$ cat config.mk
export PLATFORM = sky130hd
export DESIGN_NAME = mem_access_unit
export DESIGN_NICKNAME = d
export VERILOG_FILES = /design/src/rtl/mem_access_unit.sv
export SDC_FILE = /design/constraint.sdc
export NUM_CORES = 1
export LEC_CHECK = 0
export ABC_AREA = 1
export BUFFER_PORTS_ARGS = -buffer_cell sky130_fd_sc_hd__clkbuf_2
export CAP_MARGIN = 20
export CORE_MARGIN = 4
export CORE_UTILIZATION = 46
export CTS_CLUSTER_DIAMETER = 80
export DETAILED_ROUTE_END_ITERATION = 10
export PLACE_DENSITY_LB_ADDON = 0.05
export SYNTH_ARGS = -nofsm -noshare
export SYNTH_HDL_FRONTEND = slang
export SYNTH_SLANG_ARGS = --single-unit
$ cat constraint.sdc
create_clock -name clk -period 1.6 [get_ports clk]
set_input_delay 0.24 -clock clk [delete_from_list [all_inputs] [get_ports clk]]
set_output_delay 0.24 -clock clk [all_outputs]
set_load 0.02 [all_outputs]
$ cat src/rtl/mem_access_unit.sv
// Single-outstanding load/store unit: byte/half/word accesses onto a word-wide memory,
// with sub-word stores done as read-modify-write and a 16-cycle ack timeout.
module mem_access_unit (
    input  logic        clk,
    input  logic        rst,
    input  logic        req_valid,
    output logic        req_ready,
    input  logic        req_write,
    input  logic [1:0]  req_size,
    input  logic        req_unsigned,
    input  logic [31:0] req_addr,
    input  logic [31:0] req_wdata,
    output logic        resp_valid,
    output logic [31:0] resp_rdata,
    output logic        resp_err,
    output logic        busy,
    output logic [31:0] mem_addr,
    output logic        mem_read,
    output logic        mem_write,
    output logic [31:0] mem_wdata,
    input  logic [31:0] mem_rdata,
    input  logic        mem_ack
);

    // state | meaning
    // IDLE  | waiting for a request, req_ready high
    // RD    | mem_read held until ack or timeout (loads and sub-word store reads)
    // WR    | mem_write held until ack or timeout
    // RESP  | one-cycle response pulse
    typedef enum logic [1:0] {
        IDLE = 2'd0,
        RD   = 2'd1,
        WR   = 2'd2,
        RESP = 2'd3
    } state_t;

    localparam logic [1:0] SIZE_BYTE = 2'b00;
    localparam logic [1:0] SIZE_HALF = 2'b01;
    localparam logic [1:0] SIZE_WORD = 2'b10;
    localparam logic [1:0] SIZE_ILL  = 2'b11;

    state_t      state;
    state_t      state_nxt;

    logic        write_q;
    logic [1:0]  size_q;
    logic        unsigned_q;
    logic [31:0] addr_q;
    logic [31:0] data_q;
    logic        err_q;
    logic [3:0]  wait_cnt;

    logic        req_bad;
    logic        last_wait;
    logic [7:0]  lane_byte;
    logic [15:0] lane_half;
    logic [31:0] load_ext;
    logic [31:0] merged;

    assign req_bad = (req_size == SIZE_ILL)
                  || ((req_size == SIZE_HALF) && req_addr[0])
                  || ((req_size == SIZE_WORD) && (req_addr[1:0] != 2'b00));

    assign last_wait = (wait_cnt == 4'hF);

    // Extract and extend the addressed lane(s) of the returned word.
    always_comb begin
        lane_byte = mem_rdata[7:0];
        case (addr_q[1:0])
            2'd0:    lane_byte = mem_rdata[7:0];
            2'd1:    lane_byte = mem_rdata[15:8];
            2'd2:    lane_byte = mem_rdata[23:16];
            default: lane_byte = mem_rdata[31:24];
        endcase
        lane_half = addr_q[1] ? mem_rdata[31:16] : mem_rdata[15:0];
        case (size_q)
            SIZE_BYTE: load_ext = {{24{~unsigned_q & lane_byte[7]}}, lane_byte};
            SIZE_HALF: load_ext = {{16{~unsigned_q & lane_half[15]}}, lane_half};
            default:   load_ext = mem_rdata;
        endcase
    end

    // Store data sits right-aligned in data_q until the read returns the old word.
    always_comb begin
        merged = mem_rdata;
        if (size_q == SIZE_BYTE) begin
            case (addr_q[1:0])
                2'd0:    merged[7:0]   = data_q[7:0];
                2'd1:    merged[15:8]  = data_q[7:0];
                2'd2:    merged[23:16] = data_q[7:0];
                default: merged[31:24] = data_q[7:0];
            endcase
        end else if (addr_q[1]) begin
            merged[31:16] = data_q[15:0];
        end else begin
            merged[15:0] = data_q[15:0];
        end
    end

    always_ff @(posedge clk) begin
        if (!rst) begin
            state <= IDLE;
        end else begin
            state <= state_nxt;
        end
    end

    always_comb begin
        state_nxt = state;
        case (state)
            IDLE: begin
                if (req_valid) begin
                    if (req_bad) begin
                        state_nxt = RESP;
                    end else if (req_write && (req_size == SIZE_WORD)) begin
                        state_nxt = WR;
                    end else begin
                        state_nxt = RD;
                    end
                end
            end
            RD: begin
                if (mem_ack) begin
                    state_nxt = write_q ? WR : RESP;
                end else if (last_wait) begin
                    state_nxt = RESP;
                end
            end
            WR: begin
                if (mem_ack || last_wait) begin
                    state_nxt = RESP;
                end
            end
            default: state_nxt = IDLE;
        endcase
    end

    always_ff @(posedge clk) begin
        if (!rst) begin
            write_q    <= 1'b0;
            size_q     <= 2'b00;
            unsigned_q <= 1'b0;
            addr_q     <= 32'h0;
            data_q     <= 32'h0;
            err_q      <= 1'b0;
            wait_cnt   <= 4'h0;
        end else begin
            case (state)
                IDLE: begin
                    if (req_valid) begin
                        write_q    <= req_write;
                        size_q     <= req_size;
                        unsigned_q <= req_unsigned;
                        addr_q     <= req_addr;
                        data_q     <= req_wdata;
                        err_q      <= req_bad;
                        wait_cnt   <= 4'h0;
                    end
                end
                RD: begin
                    if (mem_ack) begin
                        data_q   <= write_q ? merged : load_ext;
                        wait_cnt <= 4'h0;
                    end else begin
                        if (last_wait) begin
                            err_q  <= 1'b1;
                            data_q <= 32'h0;
                        end
                        wait_cnt <= wait_cnt + 4'd1;
                    end
                end
                WR: begin
                    if (!mem_ack) begin
                        if (last_wait) begin
                            err_q <= 1'b1;
                        end
                        wait_cnt <= wait_cnt + 4'd1;
                    end
                end
                default: begin
                end
            endcase
        end
    end

    always_comb begin
        req_ready  = 1'b0;
        busy       = 1'b1;
        resp_valid = 1'b0;
        resp_rdata = 32'h0;
        resp_err   = 1'b0;
        mem_addr   = 32'h0;
        mem_read   = 1'b0;
        mem_write  = 1'b0;
        mem_wdata  = 32'h0;
        case (state)
            IDLE: begin
                req_ready = 1'b1;
                busy      = 1'b0;
            end
            RD: begin
                mem_read = 1'b1;
                mem_addr = {addr_q[31:2], 2'b00};
            end
            WR: begin
                mem_write = 1'b1;
                mem_addr  = {addr_q[31:2], 2'b00};
                mem_wdata = data_q;
            end
            default: begin
                resp_valid = 1'b1;
                resp_err   = err_q;
                resp_rdata = (write_q || err_q) ? 32'h0 : data_q;
            end
        endcase
    end

endmodule

==> flow_metrics.tcl, run 1 <==
set metrics [dict create \
    hold_path.class "in2reg" \
    netlist_top_cells_area "dfxtp_1, nand2_1, a21oi_1" \
    setup_viol 102 \
    tns_ps -14320 \
    finalCriticalPeriod_ps 1830 \
    core_region_area_mm2 0.0116 \
    std_cell_rows 39 \
    clock-sinks 75 \
    first_pass_iters 9 \
    grt_pass1_wl_um 32300 \
    synth_edf_count 0 \
    fin_cells 1375 \
    die_h_um 117 \
    leakagePower_nw 5.13 \
    yosysMostFrequentCell "nand2_1" \
    yosys_warnings 0 \
    port_buffers 203 \
    ys_types 28 \
    grt_max_degree 31 \
    drive_above_1_share_pct 40.9 \
    ys.flop_type "dfxtp_1" \
    vias_per_cell 5.50 \
    rsz0062_at_grt "true" \
    routed_wl_um 23500 \
    clock_power_share_pct 13.3 \
    postCtsHoldBufs 0 \
    p_int_w 0.00863 \
    worstSetupStartpointType "flip-flop" \
    place_hpwl_um 14800 \
    worstSkewPairLatency_ps 350 \
    yosys-top-cells-count "nand2_1, inv_1, nor2_1" \
    drc_errors 0 \
    io_pins 206 \
    grt_pass1_vias 6627 \
    failed_checks "setup timing" \
    overflow 0 \
    num-fill-cells 765 \
    gp_congestion 0.934 \
    final_nets 1337 \
    cts_buffers 9 \
    hold_viol_final 0 \
    cts_max_path_buffers 2 \
    final_core_util_pct 81.4 \
    fmax_mhz 545 \
    place_area_mm2 0.00716 \
    ys_ff_latch 75 \
    status "complete, but fails checks" \
    path_clk_slew_ps 60 \
    synth_top_area_share_pct 27.4 \
    ys_async_sr_fraction_pct 0 \
    yosysSeqAreaShare_pct 27.4 \
    seqPwrFrac_pct 19.7 \
    grt_usage_pct 29.8 \
    area_delta_synth_final_pct 71.7 \
    cts_max_level 3 \
    vias 7560 \
    wl_per_cell_um 17.1 \
    combPwrFrac_pct 67.0 \
    die_x_um 117 \
    critPathKind "reg2out" \
    antenna_cells 0 \
    fin_ws_ps -235 \
    crit_arrival_ps 1590 \
    grt_antenna_before_repair 0 \
    cp_data_required_time_ps 1360 \
    finClkSkew_ps 5.05 \
    syn_avg_cell_area_um2 5.54 \
    drv_slew 0 \
    ir_worst_vdd_mv 1.25 \
    critPathMaxFanout 5 \
    crit_path_end_kind "primary output" \
    fin_crit_sh_pct 115 \
    max_cap_viol_count 0 \
    swShare_pct 48.8 \
    p_sw_w 0.00824 \
    netlist_area_mm2 0.00548 \
    final_antenna_net_count 0 \
    powerDensity_mw_per_mm2 1790 \
    initial_core_util_pct 47.4 \
    fin_area_mm2 0.00942 \
    dieArea_mm2 0.0137 \
    cts_tree "done" \
    drtIter0Drc 838 \
    synth_largest_area_cell "dfxtp_1" \
    synth_cells 990 \
    dpl.cell_count 1332 \
    cts_root_buffer "clkbuf_16" \
]
[layer usage]
| metal | track usage (%) | share of wire, % | vias up |
|---|---|---|---|
| li1 | - | - | 3569 |
| met1 | 37.3 | 37 | 3421 |
| met5 | 0 | 0 | - |
| met2 | 50.4 | 49 | 477 |
| met4 | 10.6 | 3.9 | 0 |
| met3 | 6.58 | 10 | 93 |
[power by group through the flow]
stage / clock [W] / sequential (W) / combinational [W]
2_1_floorplan: 0 / 0.00291 / 0.00523
3_3_place_gp: 0 / 0.00308 / 0.00776
3_5_place_dp: 0 / 0.00309 / 0.00780
4_1_cts: 0.00223 / 0.00307 / 0.00858
5_1_grt: 0.00232 / 0.00338 / 0.0121
6_report: 0.00224 / 0.00332 / 0.0113
[state kept, by name (all words and copies together) (netlist names)]
signal      flops
addr_q         32
size_q          2
wait_cnt        4
write_q         1
state           2
err_q           1
data_q         32
unsigned_q      1
[per-stage QoR]
| stage | hold WS, ps | total power (W) | setup slack, ps |
|---|---|---|---|
| finish | 145 | 0.0169 | -235 |
| global route | 166 | 0.0178 | -271 |
| CTS | 138 | 0.0139 | -191 |
| detailed placement | 472 | 0.0109 | 19.2 |
| global placement | 460 | 0.0108 | 30.7 |
| floorplan | 407 | 0.00813 | -28.2 |
[cell type report]
cell class,instances,area [um2],share of cell area [%]
flip-flops and latches,75,1520,16.1
multi-input cells,716,4040,42.9
repair buffers,283,2750,29.2
repair inverters,2,46.3,0.492
clock inverters,5,77.6,0.824
clock buffers,10,239,2.54
inverters,141,569,6.05
well taps,143,179,1.90
[cell usage in the layout (no fill, tap or decap), types with 41 or more instances in the layout]
cell type	netlist	routed
a21oi_1	101	95
buf_4	4	56
buf_6	1	42
clkbuf_2	0	106
dfxtp_1	75	66
inv_1	131	81
inv_2	7	49
nand2_1	314	247
nand2_4	1	41
nor2_1	118	100
o21ai_0	92	81
[worst max-delay path, stage by stage (launching register included)]
cell	delay (ps)
dfxtp_2	340
buf_6	110
ha_4	180
buf_12	150
clkinv_8	90
nor3_4	200
clkbuf_8	170
[cells by family (layout without fill, tap and decap cells)]
kind of cell	after synthesis	count (layout)	synth area share, %
buffers and inverters	201	441	14.4
AOI/OAI and AO/OA	228	228	22.2
adders and majority gates	5	5	1.14
other	1	2	0.0684
and+or+nand+nor	480	481	34.8
DFF	75	75	27.4
[final timing paths]
check / slack [ps] / depth (start not counted) / from / endpoint
max: -230 / 6 / state[1] / resp_rdata[5]
min reg2reg: 490 / 2 / addr_q[15] / addr_q[15]
max reg2reg: -70 / 8 / state[0] / data_q[27]
min: 150 / 3 / req_addr[30] / addr_q[30]
[timing repair]
item                                    in CTS  in global routing
pin swaps                                   20                 70
setup buffers                                7                 12
resized for setup                          151                368
cloned                                       3                 10
endpoints found under the setup margin      95                134
Note: power is estimated with default switching activity, not from simulation.
==> run 2, diff against run 1 <==
--- a/config.mk
+++ b/config.mk
@@ -9,7 +9,7 @@
 export BUFFER_PORTS_ARGS = -buffer_cell sky130_fd_sc_hd__clkbuf_2
 export CAP_MARGIN = 20
 export CORE_MARGIN = 4
-export CORE_UTILIZATION = 46
+export CORE_UTILIZATION = 54
 export CTS_CLUSTER_DIAMETER = 80
 export DETAILED_ROUTE_END_ITERATION = 10
 export PLACE_DENSITY_LB_ADDON = 0.05
==> constraint.sdc (replaced) <==
create_clock -name clk -period 2.2 [get_ports clk]
set_input_delay 0.33 -clock clk [delete_from_list [all_inputs] [get_ports clk]]
set_output_delay 0.33 -clock clk [all_outputs]
set_load 0.02 [all_outputs]
==> run 2 against run 1 <==
The run now ends clean; clock-buffer cell count fell by 1; worst hold slack improved by 61 ps; clock power shrank 51%; total power down 51%; sequential share of layout area up 5.7 points; critical path depth shrank 1; first-iteration DRC count decreased by 45%; global-route usage increased by 1.0 points; sequential power shrank 34%.
==> flow_metrics.tcl, run 2 (synthesis results as in run 1) <==
set metrics [dict create \
    maxSlewHeadroom_pct 64.3 \
    whs_endpoint "addr_q[7]" \
    setup_viol 0 \
    crit_path_end_kind "primary output" \
    holdPathStages 3 \
    leakagePower_nw 4.07 \
    r2r-start "state[0]" \
    dp_worst_setup_slack_ps 313 \
    finalCriticalPeriod_ps 2080 \
    cts_max_path_buffers 2 \
    hp-start "req_addr[7]" \
    num-fill-cells 1030 \
    worstSkewPairLatency_ps 370 \
    routed_wl_um 18200 \
    die_x_um 109 \
    seqPwrFrac_pct 26.4 \
    grt_pass1_vias 6204 \
    fmax_mhz 481 \
    finClkSkew_ps 9.01 \
    slowest_stage "dfxtp_1" \
    layout_common_cells "nand2_1, clkbuf_2, inv_1" \
    first_pass_iters 6 \
    reg2regPathDepth 11 \
    dieArea_mm2 0.0118 \
    grt_max_degree 45 \
    cts_tree "done" \
    status "complete, no violations" \
    max_cap_viol_count 0 \
    drc_errors 0 \
    largest_registers "addr_q (32), data_q (32), wait_cnt (4)" \
    p_int_w 0.00393 \
    cp_data_required_time_ps 1870 \
    core_region_area_mm2 0.00982 \
    worst_pin_slew_ps 534 \
    critPathMaxFanout 17 \
    tns_ps 0 \
    fin_ws_ps 122 \
    hold_path.class "in2reg" \
    cts_root_buffer "clkbuf_8" \
    initial_core_util_pct 55.8 \
    area_delta_synth_final_pct 25.2 \
    hold_viol_final 0 \
    critPathKind "reg2out" \
    clock_power_share_pct 13.4 \
    ir_worst_vdd_mv 0.740 \
    drive_above_1_share_pct 23.1 \
    grt_pass1_wl_um 29100 \
    p_sw_w 0.00432 \
    drtIter0Drc 461 \
    rsz0062_at_grt "false" \
    port_buffers 203 \
    crit_arrival_ps 1750 \
    final_common_cell "nand2_1" \
    die_h_um 109 \
    gp_congestion 1.03 \
    swShare_pct 52.4 \
    worstSetupStartpointType "flip-flop" \
    place_hpwl_um 14000 \
    worstPathCellList "ha_1 -> clkinv_1 -> buf_4 -> nor3_1 -> clkbuf_2" \
    fin_crit_sh_pct 94.5 \
    std_cell_rows 36 \
    max_stage_delay_ps 390 \
    drv_slew 0 \
    antenna_cells 0 \
    path_clk_slew_ps 80 \
    io_pins 206 \
    postCtsHoldBufs 0 \
    r2r_end "data_q[17]" \
    clock-sinks 75 \
    powerDensity_mw_per_mm2 1200 \
    overflow 0 \
    grt_usage_pct 30.8 \
    reg2reg_slack_ps 280 \
    vias_per_cell 5.17 \
    combPwrFrac_pct 60.2 \
    vias 6803 \
    cts_max_level 3 \
    grt_antenna_before_repair 0 \
    wl_per_cell_um 13.8 \
    final_nets 1288 \
    final_antenna_net_count 0 \
    cts_buffers 9 \
]
==> run 2: cell types whose count changed in the layout (fill, tap and decap cells not counted), sizes merged <==
cell      change
nand2         -1
clkinv        -1
clkbuf       +70
clkinvlp      -1
buf         -117
bufinv        -1
inv           +3
==> run 2: worst max-delay path by stage <==
stage	from	endpoint	slack (ps)	cells past startpoint
after floorplan	state[0]	resp_rdata[10]	80	5
after global placement	state[0]	data_q[21]	420	11
after detailed placement	state[1]	data_q[30]	310	11
after CTS	state[0]	mem_addr[6]	70	6
after global routing	state[0]	mem_addr[20]	30	6
final	state[0]	resp_rdata[2]	120	5
==> run 2: repair_timing <==
item,4_1_cts,5_1_grt
endpoints found under the setup margin,0,23
gates resized for setup,0,1
setup buffers,0,0
==> run 2: power groups by stage <==
stage               Sequential, W  Clock (W)  Combinational [W]
floorplan                 0.00209          0            0.00352
global placement          0.00220          0            0.00484
detailed placement        0.00220          0            0.00490
CTS                       0.00217    0.00112            0.00492
global route              0.00224    0.00117            0.00557
finish                    0.00218    0.00110            0.00497
==> run 2: routing by layer <==
metal	wire length, um	track usage, %	part of all wire (%)	vias to the layer above
met4	718	14.7	3.9	0
li1	-	-	-	3463
met3	1930	8.41	11	60
met5	0	0	0	-
met2	8260	50.5	45	318
met1	7300	37.4	40	2962
==> run 2: cell type report <==
class                           count  area (um2)  area share [%]
Multi-Input combinational cell    715        3190            46.5
Sequential cell                    75        1500            21.9
Timing Repair Buffer              237        1270            18.6
Inverter                          141         529            7.71
Tap cell                          133         166            2.42
Clock buffer                        9         124            1.80
Clock inverter                      7        76.3            1.11
==> run 2: per-stage QoR <==
step | hold WS (ps) | utilization [%] | instance area (um2) | instances | total power, W
floorplan | 455 | - | 5490 | 991 | 0.00561
global placement | 461 | 67.9 | 6660 | 1301 | 0.00704
detailed placement | 472 | 67.9 | 6660 | 1301 | 0.00710
CTS | 199 | 69.9 | 6860 | 1317 | 0.00822
global route | 212 | 69.9 | 6870 | 1317 | 0.00899
finish | 206 | 69.9 | 6870 | 1317 | 0.00826
==> run 2: critical path, delay by kind of cell (launching register included) <==
family | cells | cell delay, ps
adders and majority gates | 1 | 190
buffers and inverters | 3 | 480
DFF | 1 | 390
and+or+nand+nor | 1 | 310
==> run 3, diff against run 2 <==
--- a/config.mk
+++ b/config.mk
@@ -7,8 +7,6 @@
 export LEC_CHECK = 0
 export ABC_AREA = 1
 export BUFFER_PORTS_ARGS = -buffer_cell sky130_fd_sc_hd__clkbuf_2
-export CAP_MARGIN = 20
-export CORE_MARGIN = 4
 export CORE_UTILIZATION = 54
 export CTS_CLUSTER_DIAMETER = 80
 export DETAILED_ROUTE_END_ITERATION = 10
==> run 3 against run 2 <==
Wire length fell by 1.9%; worst hold slack barely moved; design area barely moved; die area fell by 11%; critical path type unchanged; critical endpoint is now resp_rdata[0].
==> flow_metrics.tcl, run 3 (synthesis results as in run 1) <==
set metrics [dict create \
    vias_per_cell 5.21 \
    io_pins 206 \
    max_cap_viol_count 0 \
    area_delta_synth_final_pct 25.3 \
    first_pass_iters 6 \
    layout_common_cells "nand2_1, clkbuf_2, inv_1" \
    grt_pass1_wl_um 27400 \
    maxSlewHeadroom_pct 34.1 \
    powerDensity_mw_per_mm2 1210 \
    finalCriticalPeriod_ps 2090 \
    setup_viol 0 \
    grt_antenna_before_repair 0 \
    num-fill-cells 1039 \
    largest_registers "addr_q (32), data_q (32), wait_cnt (4)" \
    clock-sinks 75 \
    crit_arrival_ps 1760 \
    crit_path_end_kind "primary output" \
    hold_viol_final 0 \
    top_layer "met4" \
    cts_max_level 3 \
    hold_ws_ps 206 \
    fin_crit_sh_pct 95.2 \
    critPathMaxFanout 5 \
    gp_congestion 0.974 \
    totalPowerFinal_w 0.00834 \
    fin_cells 1314 \
    grt_usage_pct 33.6 \
    wl_met3_um 1800 \
    status "complete, no violations" \
    drc_errors 0 \
    wl_per_cell_um 13.6 \
    worst_pin_slew_ps 988 \
    drtIter0Drc 513 \
    path_clk_slew_ps 100 \
    dieArea_mm2 0.0106 \
    drive_above_1_share_pct 23.2 \
    antenna_cells 0 \
    place_hpwl_um 13200 \
    grt_pass1_vias 5738 \
    core_region_area_mm2 0.00982 \
    wl_met2_um 8460 \
    grt_max_degree 43 \
    dp_worst_setup_slack_ps 337 \
    vias 6847 \
    cts_buffers 9 \
    fmax_mhz 477 \
    final_nets 1285 \
    final_antenna_net_count 0 \
    initial_core_util_pct 55.8 \
    met1Wirelength_um 7140 \
    leakagePower_nw 4.05 \
    cp_data_required_time_ps 1870 \
    drv_slew 0 \
    finClkSkew_ps 15.9 \
    routed_wl_um 17900 \
    cts_tree "done" \
    die_x_um 103 \
    final_common_cell "nand2_1" \
    overflow 0 \
    die_h_um 103 \
    cts_root_buffer "clkbuf_8" \
    worstSkewPairLatency_ps 360 \
    std_cell_rows 36 \
    port_buffers 203 \
    critPathKind "reg2out" \
    cts_max_path_buffers 2 \
    dpl.cell_count 1295 \
    fin_ws_ps 105 \
    worstSetupStartpointType "flip-flop" \
    ir_worst_vdd_mv 0.645 \
    hold_path.class "in2reg" \
]
-- run 3: routing by layer --
layer  vias up  track usage, %
met5         -               0
met4         0            14.6
met3        38            7.59
met2       364            56.5
met1      2982            41.3
li1       3463               -
-- run 3: through the flow --
step           util (%)  setup TNS (ps)  area [um2]
3_3_place_gp       67.5               0        6630
5_1_grt            70.0           -3.66        6870
4_1_cts            69.6               0        6840
6_report           70.0               0        6870
3_5_place_dp       67.5               0        6630
2_1_floorplan         -               0        5490
-- run 3: worst paths after layout --
path / startpoint / endpoint / slack, ps / cells past startpoint
hold reg to reg: addr_q[18] / addr_q[18] / 490 / 2
setup / recovery: state[1] / resp_rdata[0] / 110 / 5
hold / removal: req_addr[30] / addr_q[30] / 210 / 3
setup reg to reg: state[1] / data_q[26] / 240 / 8
-- run 3: cell type report --
class                   count  area [um2]  share of cell area, %
flip-flops and latches     75        1500                   21.9
repair inverters            1        5.00                 0.0728
inverters                 141         533                   7.76
multi-input cells         715        3200                   46.6
well taps                 133         166                   2.42
clock buffers              10         138                   2.00
clock inverters             6        71.3                   1.04
repair buffers            233        1250                   18.2
-- run 3: power by group --
group / switching [W] / leakage, nW / internal (W)
combinational: 0.00343 / 3.33 / 0.00160
clock: 0.000571 / 0.0995 / 0.000565
sequential: 0.000359 / 0.621 / 0.00182
total: 0.00436 / 4.05 / 0.00399
-- run 3: timing repair --
item | CTS | global route
setup buffers | 0 | 2
endpoints found under the setup margin | 0 | 29
hold buffers | 0 | 0
resized for setup | 0 | 5
-- run 3: worst max-delay path: stages, from the launching register on --
cell and delay, ps:
dfxtp_1 390, ha_2 250, clkinvlp_4 150, buf_4 160
nor3_1 240, clkbuf_2 220
